==> src/rtl/riscv_pkg.sv <==
// Shared types and constants for the multicycle RV32I control path.
package riscv_pkg;

    localparam int unsigned OP_W  = 7;
    localparam int unsigned ST_W  = 4;
    localparam int unsigned SEL_W = 2;

    typedef enum logic [ST_W-1:0] {
        FETCH    = 4'd0,
        DECODE   = 4'd1,
        MEMADR   = 4'd2,
        MEMREAD  = 4'd3,
        MEMWB    = 4'd4,
        MEMWRITE = 4'd5,
        EXECUTER = 4'd6,
        ALUWB    = 4'd7,
        EXECUTEI = 4'd8,
        JAL      = 4'd9,
        BEQ      = 4'd10
    } statetype_t;

    localparam logic [OP_W-1:0] OP_LW  = 7'b0000011;
    localparam logic [OP_W-1:0] OP_SW  = 7'b0100011;
    localparam logic [OP_W-1:0] OP_R   = 7'b0110011;
    localparam logic [OP_W-1:0] OP_I   = 7'b0010011;
    localparam logic [OP_W-1:0] OP_BEQ = 7'b1100011;
    localparam logic [OP_W-1:0] OP_JAL = 7'b1101111;

    localparam logic [SEL_W-1:0] RES_ALUOUT    = 2'b00;
    localparam logic [SEL_W-1:0] RES_DATA      = 2'b01;
    localparam logic [SEL_W-1:0] RES_ALURESULT = 2'b10;

    localparam logic [SEL_W-1:0] SRCA_PC    = 2'b00;
    localparam logic [SEL_W-1:0] SRCA_OLDPC = 2'b01;
    localparam logic [SEL_W-1:0] SRCA_RD1   = 2'b10;

    localparam logic [SEL_W-1:0] SRCB_RD2  = 2'b00;
    localparam logic [SEL_W-1:0] SRCB_IMM  = 2'b01;
    localparam logic [SEL_W-1:0] SRCB_FOUR = 2'b10;

    localparam logic [SEL_W-1:0] ALUOP_ADD   = 2'b00;
    localparam logic [SEL_W-1:0] ALUOP_SUB   = 2'b01;
    localparam logic [SEL_W-1:0] ALUOP_FUNCT = 2'b10;

    localparam logic [SEL_W-1:0] IMM_I = 2'b00;
    localparam logic [SEL_W-1:0] IMM_S = 2'b01;
    localparam logic [SEL_W-1:0] IMM_B = 2'b10;
    localparam logic [SEL_W-1:0] IMM_J = 2'b11;

    // Per-state control word; fetch and retire_rdy are qualified by mem_ready downstream.
    typedef struct packed {
        logic             pcupdate;
        logic             branch;
        logic             fetch;
        logic             adrsrc;
        logic             memwrite;
        logic             regwrite;
        logic             retire;
        logic             retire_rdy;
        logic [SEL_W-1:0] resultsrc;
        logic [SEL_W-1:0] alusrca;
        logic [SEL_W-1:0] alusrcb;
        logic [SEL_W-1:0] aluop;
    } ctrl_t;

    function automatic ctrl_t state_ctrl(input statetype_t s);
        ctrl_t c;
        c = '0;
        case (s)
            FETCH: begin
                c.fetch     = 1'b1;
                c.alusrca   = SRCA_PC;
                c.alusrcb   = SRCB_FOUR;
                c.aluop     = ALUOP_ADD;
                c.resultsrc = RES_ALURESULT;
            end
            DECODE: begin
                c.alusrca = SRCA_OLDPC;
                c.alusrcb = SRCB_IMM;
                c.aluop   = ALUOP_ADD;
            end
            MEMADR: begin
                c.alusrca = SRCA_RD1;
                c.alusrcb = SRCB_IMM;
                c.aluop   = ALUOP_ADD;
            end
            MEMREAD: begin
                c.adrsrc    = 1'b1;
                c.resultsrc = RES_ALUOUT;
            end
            MEMWB: begin
                c.resultsrc = RES_DATA;
                c.regwrite  = 1'b1;
                c.retire    = 1'b1;
            end
            MEMWRITE: begin
                c.adrsrc     = 1'b1;
                c.resultsrc  = RES_ALUOUT;
                c.memwrite   = 1'b1;
                c.retire_rdy = 1'b1;
            end
            EXECUTER: begin
                c.alusrca = SRCA_RD1;
                c.alusrcb = SRCB_RD2;
                c.aluop   = ALUOP_FUNCT;
            end
            ALUWB: begin
                c.resultsrc = RES_ALUOUT;
                c.regwrite  = 1'b1;
                c.retire    = 1'b1;
            end
            EXECUTEI: begin
                c.alusrca = SRCA_RD1;
                c.alusrcb = SRCB_IMM;
                c.aluop   = ALUOP_FUNCT;
            end
            JAL: begin
                c.alusrca   = SRCA_OLDPC;
                c.alusrcb   = SRCB_FOUR;
                c.aluop     = ALUOP_ADD;
                c.resultsrc = RES_ALUOUT;
                c.pcupdate  = 1'b1;
            end
            BEQ: begin
                c.alusrca   = SRCA_RD1;
                c.alusrcb   = SRCB_RD2;
                c.aluop     = ALUOP_SUB;
                c.resultsrc = RES_ALUOUT;
                c.branch    = 1'b1;
                c.retire    = 1'b1;
            end
            default: c = '0;
        endcase
        return c;
    endfunction

    function automatic logic op_legal(input logic [OP_W-1:0] op);
        return (op == OP_LW) || (op == OP_SW) || (op == OP_R) ||
               (op == OP_I) || (op == OP_BEQ) || (op == OP_JAL);
    endfunction

endpackage

==> src/rtl/multicycle_ctrl_if.sv <==
// Controller <-> datapath signal bundle; master is the controller side.
interface multicycle_ctrl_if;
    import riscv_pkg::*;

    logic [OP_W-1:0]  op;
    logic             Zero;
    logic             mem_ready;
    logic             PCWrite;
    logic             AdrSrc;
    logic             MemWrite;
    logic             IRWrite;
    logic [SEL_W-1:0] ResultSrc;
    logic [SEL_W-1:0] ALUSrcA;
    logic [SEL_W-1:0] ALUSrcB;
    logic [SEL_W-1:0] ALUOp;
    logic [SEL_W-1:0] ImmSrc;
    logic             RegWrite;
    logic             illegal_op;
    logic             retire;
    logic [ST_W-1:0]  state_o;

    modport master (
        input  op, Zero, mem_ready,
        output PCWrite, AdrSrc, MemWrite, IRWrite, ResultSrc, ALUSrcA, ALUSrcB,
               ALUOp, ImmSrc, RegWrite, illegal_op, retire, state_o
    );

    modport slave (
        output op, Zero, mem_ready,
        input  PCWrite, AdrSrc, MemWrite, IRWrite, ResultSrc, ALUSrcA, ALUSrcB,
               ALUOp, ImmSrc, RegWrite, illegal_op, retire, state_o
    );

endinterface

==> src/rtl/instrdec.sv <==
// Immediate-format select from the opcode, independent of FSM state.
module instrdec
    import riscv_pkg::*;
(
    input  logic [OP_W-1:0]  op,
    output logic [SEL_W-1:0] immsrc
);

    always_comb begin
        immsrc = IMM_I;
        case (op)
            OP_SW:   immsrc = IMM_S;
            OP_BEQ:  immsrc = IMM_B;
            OP_JAL:  immsrc = IMM_J;
            default: immsrc = IMM_I;
        endcase
    end

endmodule

==> src/rtl/multicycle_ctrl.sv <==
// Main control FSM for the multicycle RV32I core with memory-ready stalling.
module multicycle_ctrl
    import riscv_pkg::*;
#(
    parameter bit USE_MEM_READY = 1'b1
)
(
    input logic              clk,
    input logic              reset,
    multicycle_ctrl_if.master bus
);

    statetype_t state;
    statetype_t state_n;
    ctrl_t      ctl;
    logic       rdy;

    assign rdy = USE_MEM_READY ? bus.mem_ready : 1'b1;

    always_comb begin
        state_n = FETCH;
        case (state)
            FETCH:    state_n = rdy ? DECODE : FETCH;
            DECODE: begin
                case (bus.op)
                    OP_LW, OP_SW: state_n = MEMADR;
                    OP_R:         state_n = EXECUTER;
                    OP_I:         state_n = EXECUTEI;
                    OP_JAL:       state_n = JAL;
                    OP_BEQ:       state_n = BEQ;
                    default:      state_n = FETCH;
                endcase
            end
            MEMADR:   state_n = (bus.op == OP_LW) ? MEMREAD : MEMWRITE;
            MEMREAD:  state_n = rdy ? MEMWB : MEMREAD;
            MEMWB:    state_n = FETCH;
            MEMWRITE: state_n = rdy ? FETCH : MEMWRITE;
            EXECUTER: state_n = ALUWB;
            ALUWB:    state_n = FETCH;
            EXECUTEI: state_n = ALUWB;
            JAL:      state_n = ALUWB;
            BEQ:      state_n = FETCH;
            default:  state_n = FETCH;
        endcase
    end

    // Control word is registered alongside the state so it always matches it.
    always_ff @(posedge clk or posedge reset) begin
        if (reset) begin
            state <= FETCH;
            ctl   <= state_ctrl(FETCH);
        end else begin
            state <= state_n;
            ctl   <= state_ctrl(state_n);
        end
    end

    // Write strobes are masked by reset so an asserted reset kills them at once.
    assign bus.PCWrite    = ~reset & (ctl.pcupdate | (ctl.fetch & rdy) | (ctl.branch & bus.Zero));
    assign bus.IRWrite    = ~reset & ctl.fetch & rdy;
    assign bus.MemWrite   = ~reset & ctl.memwrite;
    assign bus.RegWrite   = ~reset & ctl.regwrite;
    assign bus.retire     = ~reset & (ctl.retire | (ctl.retire_rdy & rdy));
    assign bus.illegal_op = ~reset & (state == DECODE) & ~op_legal(bus.op);

    assign bus.AdrSrc    = ctl.adrsrc;
    assign bus.ResultSrc = ctl.resultsrc;
    assign bus.ALUSrcA   = ctl.alusrca;
    assign bus.ALUSrcB   = ctl.alusrcb;
    assign bus.ALUOp     = ctl.aluop;
    assign bus.state_o   = ST_W'(state);

    instrdec u_instrdec (
        .op     (bus.op),
        .immsrc (bus.ImmSrc)
    );

endmodule

==> src/flat_wrapper.sv <==
// flat-port wrapper written by rule: the top's interface ports become plain ports
module multicycle_ctrl_flat import riscv_pkg::*;
#(
    parameter bit USE_MEM_READY = 1'b1
)
  (clk, reset, bus_op, bus_Zero, bus_mem_ready, bus_PCWrite, bus_AdrSrc, bus_MemWrite, bus_IRWrite, bus_ResultSrc, bus_ALUSrcA, bus_ALUSrcB, bus_ALUOp, bus_ImmSrc, bus_RegWrite, bus_illegal_op, bus_retire, bus_state_o);
  multicycle_ctrl_if bus_i ();
  input logic clk;
  input logic reset;
  input wire logic [$bits(bus_i.op)-1:0] bus_op;
  input wire logic [$bits(bus_i.Zero)-1:0] bus_Zero;
  input wire logic [$bits(bus_i.mem_ready)-1:0] bus_mem_ready;
  output wire logic [$bits(bus_i.PCWrite)-1:0] bus_PCWrite;
  output wire logic [$bits(bus_i.AdrSrc)-1:0] bus_AdrSrc;
  output wire logic [$bits(bus_i.MemWrite)-1:0] bus_MemWrite;
  output wire logic [$bits(bus_i.IRWrite)-1:0] bus_IRWrite;
  output wire logic [$bits(bus_i.ResultSrc)-1:0] bus_ResultSrc;
  output wire logic [$bits(bus_i.ALUSrcA)-1:0] bus_ALUSrcA;
  output wire logic [$bits(bus_i.ALUSrcB)-1:0] bus_ALUSrcB;
  output wire logic [$bits(bus_i.ALUOp)-1:0] bus_ALUOp;
  output wire logic [$bits(bus_i.ImmSrc)-1:0] bus_ImmSrc;
  output wire logic [$bits(bus_i.RegWrite)-1:0] bus_RegWrite;
  output wire logic [$bits(bus_i.illegal_op)-1:0] bus_illegal_op;
  output wire logic [$bits(bus_i.retire)-1:0] bus_retire;
  output wire logic [$bits(bus_i.state_o)-1:0] bus_state_o;
  assign bus_i.op = bus_op;
  assign bus_i.Zero = bus_Zero;
  assign bus_i.mem_ready = bus_mem_ready;
  assign bus_PCWrite = bus_i.PCWrite;
  assign bus_AdrSrc = bus_i.AdrSrc;
  assign bus_MemWrite = bus_i.MemWrite;
  assign bus_IRWrite = bus_i.IRWrite;
  assign bus_ResultSrc = bus_i.ResultSrc;
  assign bus_ALUSrcA = bus_i.ALUSrcA;
  assign bus_ALUSrcB = bus_i.ALUSrcB;
  assign bus_ALUOp = bus_i.ALUOp;
  assign bus_ImmSrc = bus_i.ImmSrc;
  assign bus_RegWrite = bus_i.RegWrite;
  assign bus_illegal_op = bus_i.illegal_op;
  assign bus_retire = bus_i.retire;
  assign bus_state_o = bus_i.state_o;
  multicycle_ctrl #(.USE_MEM_READY(USE_MEM_READY)) u_core (.clk(clk), .reset(reset), .bus(bus_i));
endmodule
==> config.mk <==
export PLATFORM = sky130hd
export DESIGN_NAME = multicycle_ctrl_flat
export DESIGN_NICKNAME = d
export VERILOG_FILES = /design/src/rtl/riscv_pkg.sv /design/src/rtl/multicycle_ctrl_if.sv /design/src/rtl/instrdec.sv /design/src/rtl/multicycle_ctrl.sv /design/src/flat_wrapper.sv
export SDC_FILE = /design/constraint.sdc
export NUM_CORES = 1
export LEC_CHECK = 0
export CAP_MARGIN = 20
export CORE_MARGIN = 2
export CORE_UTILIZATION = 49
export DETAILED_ROUTE_END_ITERATION = 10
export PLACE_DENSITY = 0.83
export SLEW_MARGIN = 10
export SYNTH_ARGS = -nofsm -noshare
export SYNTH_HDL_FRONTEND = slang
export SYNTH_SLANG_ARGS = --single-unit
==> constraint.sdc <==
create_clock -name clk -period 4.75 [get_ports clk]
set_clock_uncertainty 0.2 [all_clocks]
set_input_delay 1.1875 -clock clk [delete_from_list [all_inputs] [get_ports clk]]
set_output_delay 1.1875 -clock clk [all_outputs]
set_load 0.005 [all_outputs]
==> flow_metrics.env, run 1 <==
export IMPL_clk_latency_ps=280
export IMPL_cp_cell_sequence="clkdlybuf4s50_1 > nand2b_1 > a211o_1 > o21ai_0 > a311oi_1 > clkdlybuf4s50_1"
export IMPL_syn_area_sq_mm=0.001049
export IMPL_ios=32
export IMPL_crit_slowest_cell="clkdlybuf4s50_1"
export IMPL_grt_max_degree=19
export IMPL_cap_viol_max_count=0
export IMPL_rrSetupSlack_ps=2540
export IMPL_grt_pass1_vias=799
export IMPL_seq_area_frac_synth_pct=43.20
export IMPL_crit_path_end_kind="output pin"
export IMPL_drtIter0Drc=14
export IMPL_synth_top_cells_by_count="dfrtp_1 (16), buf_4 (8), inv_1 (7), nor2b_1 (7), nor2_1 (5)"
export IMPL_routedWlPerCell_microns=14.00
export IMPL_tritoncts="built"
export IMPL_cp_startpoint="bus_op[4]"
export IMPL_clock_sinks=18
export IMPL_initial_core_util_pct=52.90
export IMPL_overflow=0
export IMPL_clockBufferDepth=2
export IMPL_wirelength_microns=2170
export IMPL_synth_edf_count=0
export IMPL_critical_path_buf_inv_count=2
export IMPL_slew_headroom_pct=59.31
export IMPL_portBuffers=31
export IMPL_crit_family="buffers and inverters"
export IMPL_netlist_instances=101
export IMPL_dr_pass1_iters=5
export IMPL_synth_top_family_by_area="simple AND/OR/NAND/NOR gates"
export IMPL_synth_flop_cell="dfrtp_1"
export IMPL_synthArstFlopShare_pct=100.0
export IMPL_hold_viol_final=0
export IMPL_ys_warn_count=0
export IMPL_synth_xor_xnor_area_share_pct=0.8353
export IMPL_fp_dieW_microns=50.26
export IMPL_p_per_area_mw_per_mm2=256.1
export IMPL_hp_class="reg2reg"
export IMPL_crit_path_frequent_cell="clkdlybuf4s50_1"
export IMPL_fin_setup_tns_ps=0
export IMPL_p_leak_nw=0.6098
export IMPL_status="finished, final reports clean"
export IMPL_synth_compound_area_share_pct=13.96
export IMPL_max_stage_delay_ps=560
export IMPL_muxShareOfSynthArea_pct=0
export IMPL_yosys_top_cells_area="dfrtp_1 (38%), buf_4 (5.7%), dfstp_2 (5.0%)"
export IMPL_synthAdderAreaFrac_pct=0.9547
export IMPL_htree_num_levels=1
export IMPL_post_drt_via_cell_ratio=5.477
export IMPL_period_share_pct=90.72
export IMPL_grt_pass1_wl_microns=3622
export IMPL_regArea_sq_um=452.9
export IMPL_nets=140
export IMPL_n_fill_cell=151
export IMPL_multi_input_area_sq_um=505.5
export IMPL_drv_slew=0
export IMPL_worstMarginPinSlew_ps=609.0
export IMPL_post_cts_setup_buffers=0
export IMPL_num_rows=16
export IMPL_area_growth_pct=30.91
export IMPL_diodes=0
export IMPL_startpoint_type="input pin"
export IMPL_hold_buffers=0
export IMPL_ys_types=43
export IMPL_dieHeight_microns=50.26
export IMPL_cts_resized=0
export IMPL_drc=0
export IMPL_crit_arrival_ps=2920
export IMPL_ir_drop_uv=155.2
export IMPL_fmax_mhz=232.1
export IMPL_dieArea_sq_mm=0.002526
export IMPL_crit_path_max_fanout=7
export IMPL_hp_start="u_core.bus.state_o[0]$_DFF_PP0_"
export IMPL_yosysTopAreaCell="dfrtp_1"
export IMPL_crit_required_ps=3360
export IMPL_synth_most_common_cell="dfrtp_1"
export IMPL_syn_area_per_cell_sq_um=10.38
export IMPL_synth_top_area_share_pct=38.19
export IMPL_place_gp_congestion=0.7624
export IMPL_numCtsBuffers=3
export IMPL_synth_nets=112
export IMPL_r2r_start="u_core.bus.state_o[3]$_DFF_PP0_"
export IMPL_cts_clk_slew_worst_paths_ps=100
export IMPL_grt_use_total_pct=18.55
export IMPL_antenna_left=0
export IMPL_rsz0062_at_grt="false"
export IMPL_synth_seq_cells=18
export IMPL_num_vias=849
export IMPL_ctsRootBufferMaster="clkbuf_4"
export IMPL_p_total_uw=351.5
export IMPL_crit_type="in2out"
export IMPL_finalSetupViolCount=0
export IMPL_dp_hpwl_microns=1696
export IMPL_synth_simple_area_share_pct=32.46
export IMPL_antenna_found_initial=0
export IMPL_final_core_util_pct=69.26
export IMPL_core_sq_mm=0.001982
export IMPL_period_minus_slack_ps=4309
export IMPL_drive_gt1_share_pct=14.84
flip-flops by register name (all words and copies together) (netlist names):
signal and flops:
u_core.ctl 6, u_core.bus.state_o 4, u_core.bus.ALUOp 2, u_core.bus.ALUSrcA 2, u_core.bus.ALUSrcB 2, u_core.bus.AdrSrc 1, u_core.bus.ResultSrc 1
placed cells by master, fill, tap and decap left out, types with 2 or more instances in the layout:
cell type        synthesis  layout
clkdlybuf4s50_1          0      31
dfrtp_1                 16      16
inv_1                    7       7
nor2b_1                  7       7
nor2_1                   5       5
nand3_1                  4       4
o21ai_0                  3       3
nor3b_1                  3       3
nand2_1                  3       3
and2_1                   3       3
a21oi_1                  3       3
clkbuf_4                 0       3
nor4bb_1                 2       2
nor3_2                   2       2
a211o_1                  2       2
or2_2                    2       2
or3_1                    2       2
and3_1                   2       2
dfstp_2                  2       2
power by group:
group          internal [mW]  switching, mW  leakage [nW]
Clock                 0.0466         0.0464        0.0210
Sequential             0.166        0.00801         0.240
Combinational         0.0475         0.0373         0.349
final cells by class:
cell class / instances / share of cell area, %
Timing Repair Buffer: 32 / 23.15
Tap cell: 27 / 2.461
Sequential cell: 18 / 33.00
Clock buffer: 4 / 2.644
Inverter: 7 / 1.914
Multi-Input combinational cell: 67 / 36.83
cells by family (layout without fill, tap and decap cells):
group	Yosys count	after routing
adders and majority gates	1	1
and+or+nand+nor	45	45
DFF	18	18
xor gates and xnor gates	1	1
AOI/OAI and AO/OA	20	20
buffers and inverters	16	43
through the flow:
step,hold slack (ps),area [sq um],setup slack [ps],cells
after floorplan,416.5,1049,1378,101
after global placement,458.4,1336,464.5,151
after CTS,487.2,1373,433.7,155
final,492.3,1373,440.7,155
after detailed placement,474.4,1336,454.4,151
after global routing,523.6,1373,363.4,155
final timing paths:
check | to | depth (start not counted)
max in group asynchronous | u_core.ctl[13]$_DFF_PP1_ | 3
setup / recovery | bus_illegal_op | 6
hold reg to reg | u_core.bus.ResultSrc[0]$_DFF_PP0_ | 1
min in group asynchronous | u_core.bus.ALUSrcA[1]$_DFF_PP0_ | 3
setup reg to reg | u_core.ctl[9]$_DFF_PP0_ | 5
hold / removal | u_core.bus.ResultSrc[0]$_DFF_PP0_ | 1
layer usage:
metal	up-vias	routed length, microns	track usage, %
met5	-	0	0
met4	0	36	10.19
met3	4	75	1.190
met2	26	1117	30.92
met1	410	940	23.89
li1	409	-	-
worst register-to-register path, stage by stage (launching register included):
cell and delay, ps:
dfrtp_1 500, or4b_4 610, or3_4 390, o211ai_2 150, nand2b_4 90, a21o_1 180
Note: power is estimated with default switching activity, not from simulation.
==> inputs of run 2 (changes only) <==
--- a/config.mk
+++ b/config.mk
@@ -7,9 +7,11 @@
 export LEC_CHECK = 0
 export CAP_MARGIN = 20
 export CORE_MARGIN = 2
-export CORE_UTILIZATION = 49
+export CORE_UTILIZATION = 50
+export CTS_BUF_LIST = sky130_fd_sc_hd__clkbuf_2 sky130_fd_sc_hd__clkbuf_4 sky130_fd_sc_hd__clkbuf_8
 export DETAILED_ROUTE_END_ITERATION = 10
-export PLACE_DENSITY = 0.83
+export PLACE_DENSITY = 0.85
+export RECOVER_POWER = 25
 export SLEW_MARGIN = 10
 export SYNTH_ARGS = -nofsm -noshare
 export SYNTH_HDL_FRONTEND = slang
==> flow_metrics.env, run 2 (synthesized netlist as in run 1, its figures left out) <==
export IMPL_clockBufferDepth=2
export IMPL_drc=0
export IMPL_multi_input_area_sq_um=505.5
export IMPL_hold_viol_final=0
export IMPL_n_fill_cell=160
export IMPL_antenna_left=0
export IMPL_drv_slew=0
export IMPL_fin_setup_tns_ps=0
export IMPL_wirelength_microns=2311
export IMPL_dieArea_sq_mm=0.002480
export IMPL_hold_buffers=0
export IMPL_fmax_mhz=229.6
export IMPL_grt_pass1_vias=810
export IMPL_antenna_found_initial=0
export IMPL_portBuffers=31
export IMPL_drive_gt1_share_pct=14.06
export IMPL_slew_headroom_pct=37.34
export IMPL_design_area_sq_mm=0.001369
export IMPL_largest_reg_flops=6
export IMPL_crit_path_max_fanout=7
export IMPL_num_vias=865
export IMPL_status="finished, final reports clean"
export IMPL_crit_arrival_ps=2970
export IMPL_largest_register="u_core.ctl"
export IMPL_crit_required_ps=3360
export IMPL_period_minus_slack_ps=4355
export IMPL_dp_hpwl_microns=1711
export IMPL_dieHeight_microns=49.80
export IMPL_overflow=0
export IMPL_hold_ws_ps=507.1
export IMPL_nets=140
export IMPL_clock_sinks=18
export IMPL_finalSetupViolCount=0
export IMPL_final_common_cell="clkdlybuf4s50_1"
export IMPL_period_share_pct=91.69
export IMPL_startpoint_type="input pin"
export IMPL_post_cts_setup_buffers=0
export IMPL_rrSetupSlack_ps=2490
export IMPL_hp_class="reg2reg"
export IMPL_worstMarginPinSlew_ps=940.0
export IMPL_regArea_sq_um=452.9
export IMPL_tritoncts="built"
export IMPL_place_gp_congestion=0.7716
export IMPL_num_rows=16
export IMPL_ir_drop_uv=156.6
export IMPL_routedWlPerCell_microns=14.91
export IMPL_cts_clk_slew_worst_paths_ps=100
export IMPL_rsz0062_at_grt="false"
export IMPL_core_sq_mm=0.001962
export IMPL_cap_viol_max_count=0
export IMPL_numCtsBuffers=3
export IMPL_ctsRootBufferMaster="clkbuf_4"
export IMPL_crit_path_end_kind="output pin"
export IMPL_placed_area_sq_mm=0.001336
export IMPL_crit_type="in2out"
export IMPL_fp_dieW_microns=49.80
export IMPL_ios=32
export IMPL_layout_common_cells="clkdlybuf4s50_1 (30), dfrtp_1 (16), inv_1 (7), nor2b_1 (7), nor2_1 (5)"
export IMPL_p_leak_nw=0.6064
export IMPL_post_drt_via_cell_ratio=5.581
export IMPL_p_per_area_mw_per_mm2=255.8
export IMPL_clk_latency_ps=280
export IMPL_grt_max_degree=19
export IMPL_cts_resized=0
export IMPL_diodes=0
export IMPL_drtIter0Drc=9
export IMPL_p_total_uw=350.1
export IMPL_dr_pass1_iters=4
export IMPL_grt_pass1_wl_microns=3801
export IMPL_initial_core_util_pct=53.44
export IMPL_grt_use_total_pct=20.83
export IMPL_htree_num_levels=1
export IMPL_area_growth_pct=30.55
run 2: report_power, final:
| group | leakage, nW | switching [mW] | internal [mW] |
|---|---|---|---|
| Sequential | 0.240 | 0.00791 | 0.166 |
| Combinational | 0.346 | 0.0377 | 0.0469 |
| Clock | 0.0210 | 0.0454 | 0.0466 |
run 2: final cells by class:
class                   instances  area share [%]
multi-input cells              67           36.93
flip-flops and latches         18           33.09
repair buffers                 32           22.94
inverters                       7           1.920
clock buffers                   4           2.651
well taps                      27           2.468
run 2: critical path, cell delays in order:
cell and delay [ps]:
clkdlybuf4s50_1 580, nand2b_1 150, a211o_1 120, o21ai_0 80
a311oi_1 290, clkdlybuf4s50_1 550
run 2: per-layer routing:
layer  vias to the layer above  track usage, %  wire length [microns]
met1                       416           23.82                    982
li1                        411               -                      -
met4                         0           10.19                     27
met3                         2           3.333                     98
met5                         -               0                      0
met2                        36           37.33                   1202
run 2: worst paths after layout:
kind,startpoint,endpoint,cells after the start
max in group asynchronous,reset,u_core.bus.ResultSrc[0]$_DFF_PP0_,3
min reg2reg,u_core.bus.state_o[0]$_DFF_PP0_,u_core.bus.ResultSrc[0]$_DFF_PP0_,1
max,bus_op[4],bus_illegal_op,6
min,u_core.bus.state_o[0]$_DFF_PP0_,u_core.bus.ResultSrc[0]$_DFF_PP0_,1
max reg2reg,u_core.bus.state_o[3]$_DFF_PP0_,u_core.ctl[9]$_DFF_PP0_,5
min in group asynchronous,reset,u_core.bus.state_o[0]$_DFF_PP0_,3
run 2: through the flow:
stage / setup slack [ps] / cells / utilization [%]
3_3_place_gp: 456.5 / 151 / 68.11
6_report: 394.9 / 155 / 69.77
2_1_floorplan: 1378 / 101 / -
5_1_grt: 346.2 / 155 / 69.77
4_1_cts: 393.1 / 155 / 69.96
3_5_place_dp: 414.7 / 151 / 68.11
==> inputs of run 3 (changes only) <==
--- a/config.mk
+++ b/config.mk
@@ -6,7 +6,6 @@
 export NUM_CORES = 1
 export LEC_CHECK = 0
 export CAP_MARGIN = 20
-export CORE_MARGIN = 2
 export CORE_UTILIZATION = 50
 export CTS_BUF_LIST = sky130_fd_sc_hd__clkbuf_2 sky130_fd_sc_hd__clkbuf_4 sky130_fd_sc_hd__clkbuf_8
 export DETAILED_ROUTE_END_ITERATION = 10
==> flow_metrics.env, run 3 (synthesized netlist as in run 1, its figures left out) <==
export IMPL_status="finished, final reports clean"
export IMPL_post_drt_via_cell_ratio=5.406
export IMPL_tritoncts="built"
export IMPL_cts_clk_slew_worst_paths_ps=100
export IMPL_startpoint_type="input pin"
export IMPL_drive_gt1_share_pct=14.06
export IMPL_cap_viol_max_count=0
export IMPL_critical_path_buf_inv_count=2
export IMPL_portBuffers=31
export IMPL_cts_resized=0
export IMPL_crit_path_end_kind="output pin"
export IMPL_clk_latency_ps=290
export IMPL_period_share_pct=91.95
export IMPL_ctsRootBufferMaster="clkbuf_4"
export IMPL_p_seq_share_pct=49.4
export IMPL_preCtsSetupSlack_ps=413.5
export IMPL_dieArea_sq_mm=0.002284
export IMPL_place_gp_congestion=0.7968
export IMPL_finalSetupViolCount=0
export IMPL_swShare_pct=26.14
export IMPL_core_sq_mm=0.001962
export IMPL_diodes=0
export IMPL_wirelength_microns=2264
export IMPL_fin_setup_tns_ps=0
export IMPL_overflow=0
export IMPL_grt_pass1_wl_microns=3270
export IMPL_dieHeight_microns=47.80
export IMPL_period_minus_slack_ps=4368
export IMPL_crit_path_frequent_cell="clkdlybuf4s50_1"
export IMPL_hold_viol_final=0
export IMPL_initial_core_util_pct=53.44
export IMPL_largest_register="u_core.ctl"
export IMPL_crit_arrival_ps=2980
export IMPL_setup_ws_ps=382.2
export IMPL_clock_sinks=18
export IMPL_fp_dieW_microns=47.80
export IMPL_worstMarginPinSlew_ps=966.8
export IMPL_p_per_area_mw_per_mm2=256.4
export IMPL_hp_class="reg2reg"
export IMPL_fmax_mhz=228.9
export IMPL_post_cts_setup_buffers=0
export IMPL_dr_pass1_iters=4
export IMPL_grt_max_degree=19
export IMPL_crit_family="buffers and inverters"
export IMPL_area_growth_pct=30.55
export IMPL_crit_path_max_fanout=7
export IMPL_crit_slowest_cell="clkdlybuf4s50_1"
export IMPL_num_rows=16
export IMPL_slew_headroom_pct=35.55
export IMPL_routedWlPerCell_microns=14.61
export IMPL_layout_common_cells="clkdlybuf4s50_1 (30), dfrtp_1 (16), inv_1 (7), nor2b_1 (7), nor2_1 (5)"
export IMPL_p_int_uw=259.2
export IMPL_ios=32
export IMPL_antenna_left=0
export IMPL_num_vias=838
export IMPL_drtIter0Drc=8
export IMPL_crit_type="in2out"
export IMPL_drc=0
export IMPL_power_switching_uw=91.73
export IMPL_ir_drop_uv=141.8
export IMPL_dp_hpwl_microns=1773
export IMPL_nets=140
export IMPL_drv_slew=0
export IMPL_max_stage_delay_ps=600
export IMPL_n_fill_cell=166
export IMPL_crit_required_ps=3360
export IMPL_hold_buffers=0
export IMPL_clockBufferDepth=2
export IMPL_cp_cell_sequence="clkdlybuf4s50_1 > nand2b_1 > a211o_1 > o21ai_0 > a311oi_1 > clkdlybuf4s50_1"
export IMPL_final_common_cell="clkdlybuf4s50_1"
export IMPL_htree_num_levels=1
export IMPL_antenna_found_initial=0
export IMPL_largest_reg_flops=6
export IMPL_numCtsBuffers=3
export IMPL_grt_use_total_pct=21.41
export IMPL_p_leak_nw=0.6064
export IMPL_grt_pass1_vias=763
export IMPL_combinationalPowerShare_pct=24.0
export IMPL_p_clk_share_pct=26.6
export IMPL_rrSetupSlack_ps=2520
export IMPL_rsz0062_at_grt="false"
==> run 3: through the flow <==
| stage | area (sq um) | instances | util (%) | hold WS, ps | power [mW] |
|---|---|---|---|---|---|
| after floorplan | 1049 | 101 | - | 416.5 | 0.2238 |
| after global placement | 1336 | 151 | 68.11 | 456.7 | 0.2579 |
| after detailed placement | 1336 | 151 | 68.11 | 469.0 | 0.2608 |
| after CTS | 1373 | 155 | 69.96 | 492.9 | 0.3539 |
| after global routing | 1369 | 155 | 69.77 | 519.7 | 0.3684 |
| final | 1369 | 155 | 69.77 | 491.5 | 0.3509 |
==> run 3: final timing paths <==
path / cells after the start / from / end
worst max-delay path: 6 / bus_op[4] / bus_illegal_op
worst min-delay path: 1 / u_core.bus.state_o[0]$_DFF_PP0_ / u_core.bus.ResultSrc[0]$_DFF_PP0_
worst max register to register: 5 / u_core.bus.state_o[3]$_DFF_PP0_ / u_core.ctl[9]$_DFF_PP0_
worst min register to register: 1 / u_core.bus.state_o[0]$_DFF_PP0_ / u_core.bus.ResultSrc[0]$_DFF_PP0_
max in group asynchronous: 3 / reset / u_core.bus.state_o[0]$_DFF_PP0_
min in group asynchronous: 3 / reset / u_core.bus.state_o[2]$_DFF_PP0_
==> run 3: layout make-up <==
cell class | count | area, sq um | share of cell area [%]
Multi-Input combinational cell | 67 | 505.5 | 36.93
Inverter | 7 | 26.28 | 1.920
Clock buffer | 4 | 36.28 | 2.651
Sequential cell | 18 | 452.9 | 33.09
Tap cell | 27 | 33.78 | 2.468
Timing Repair Buffer | 32 | 314.1 | 22.94
==> run 3: layer usage <==
metal / up-vias / wire, microns / track usage [%]
met3: 7 / 83 / 4.906
met2: 28 / 1178 / 35.95
met4: 0 / 57 / 12.22
met1: 396 / 945 / 24.94
li1: 407 / - / -
met5: - / 0 / 0
==> run 3: power by group through the flow <==
stage / combinational (mW) / clock, mW / sequential [mW]
floorplan: 0.0492 / 0 / 0.175
global placement: 0.0824 / 0 / 0.176
detailed placement: 0.0846 / 0 / 0.176
CTS: 0.0853 / 0.0954 / 0.173
global route: 0.0906 / 0.103 / 0.175
finish: 0.0842 / 0.0935 / 0.173
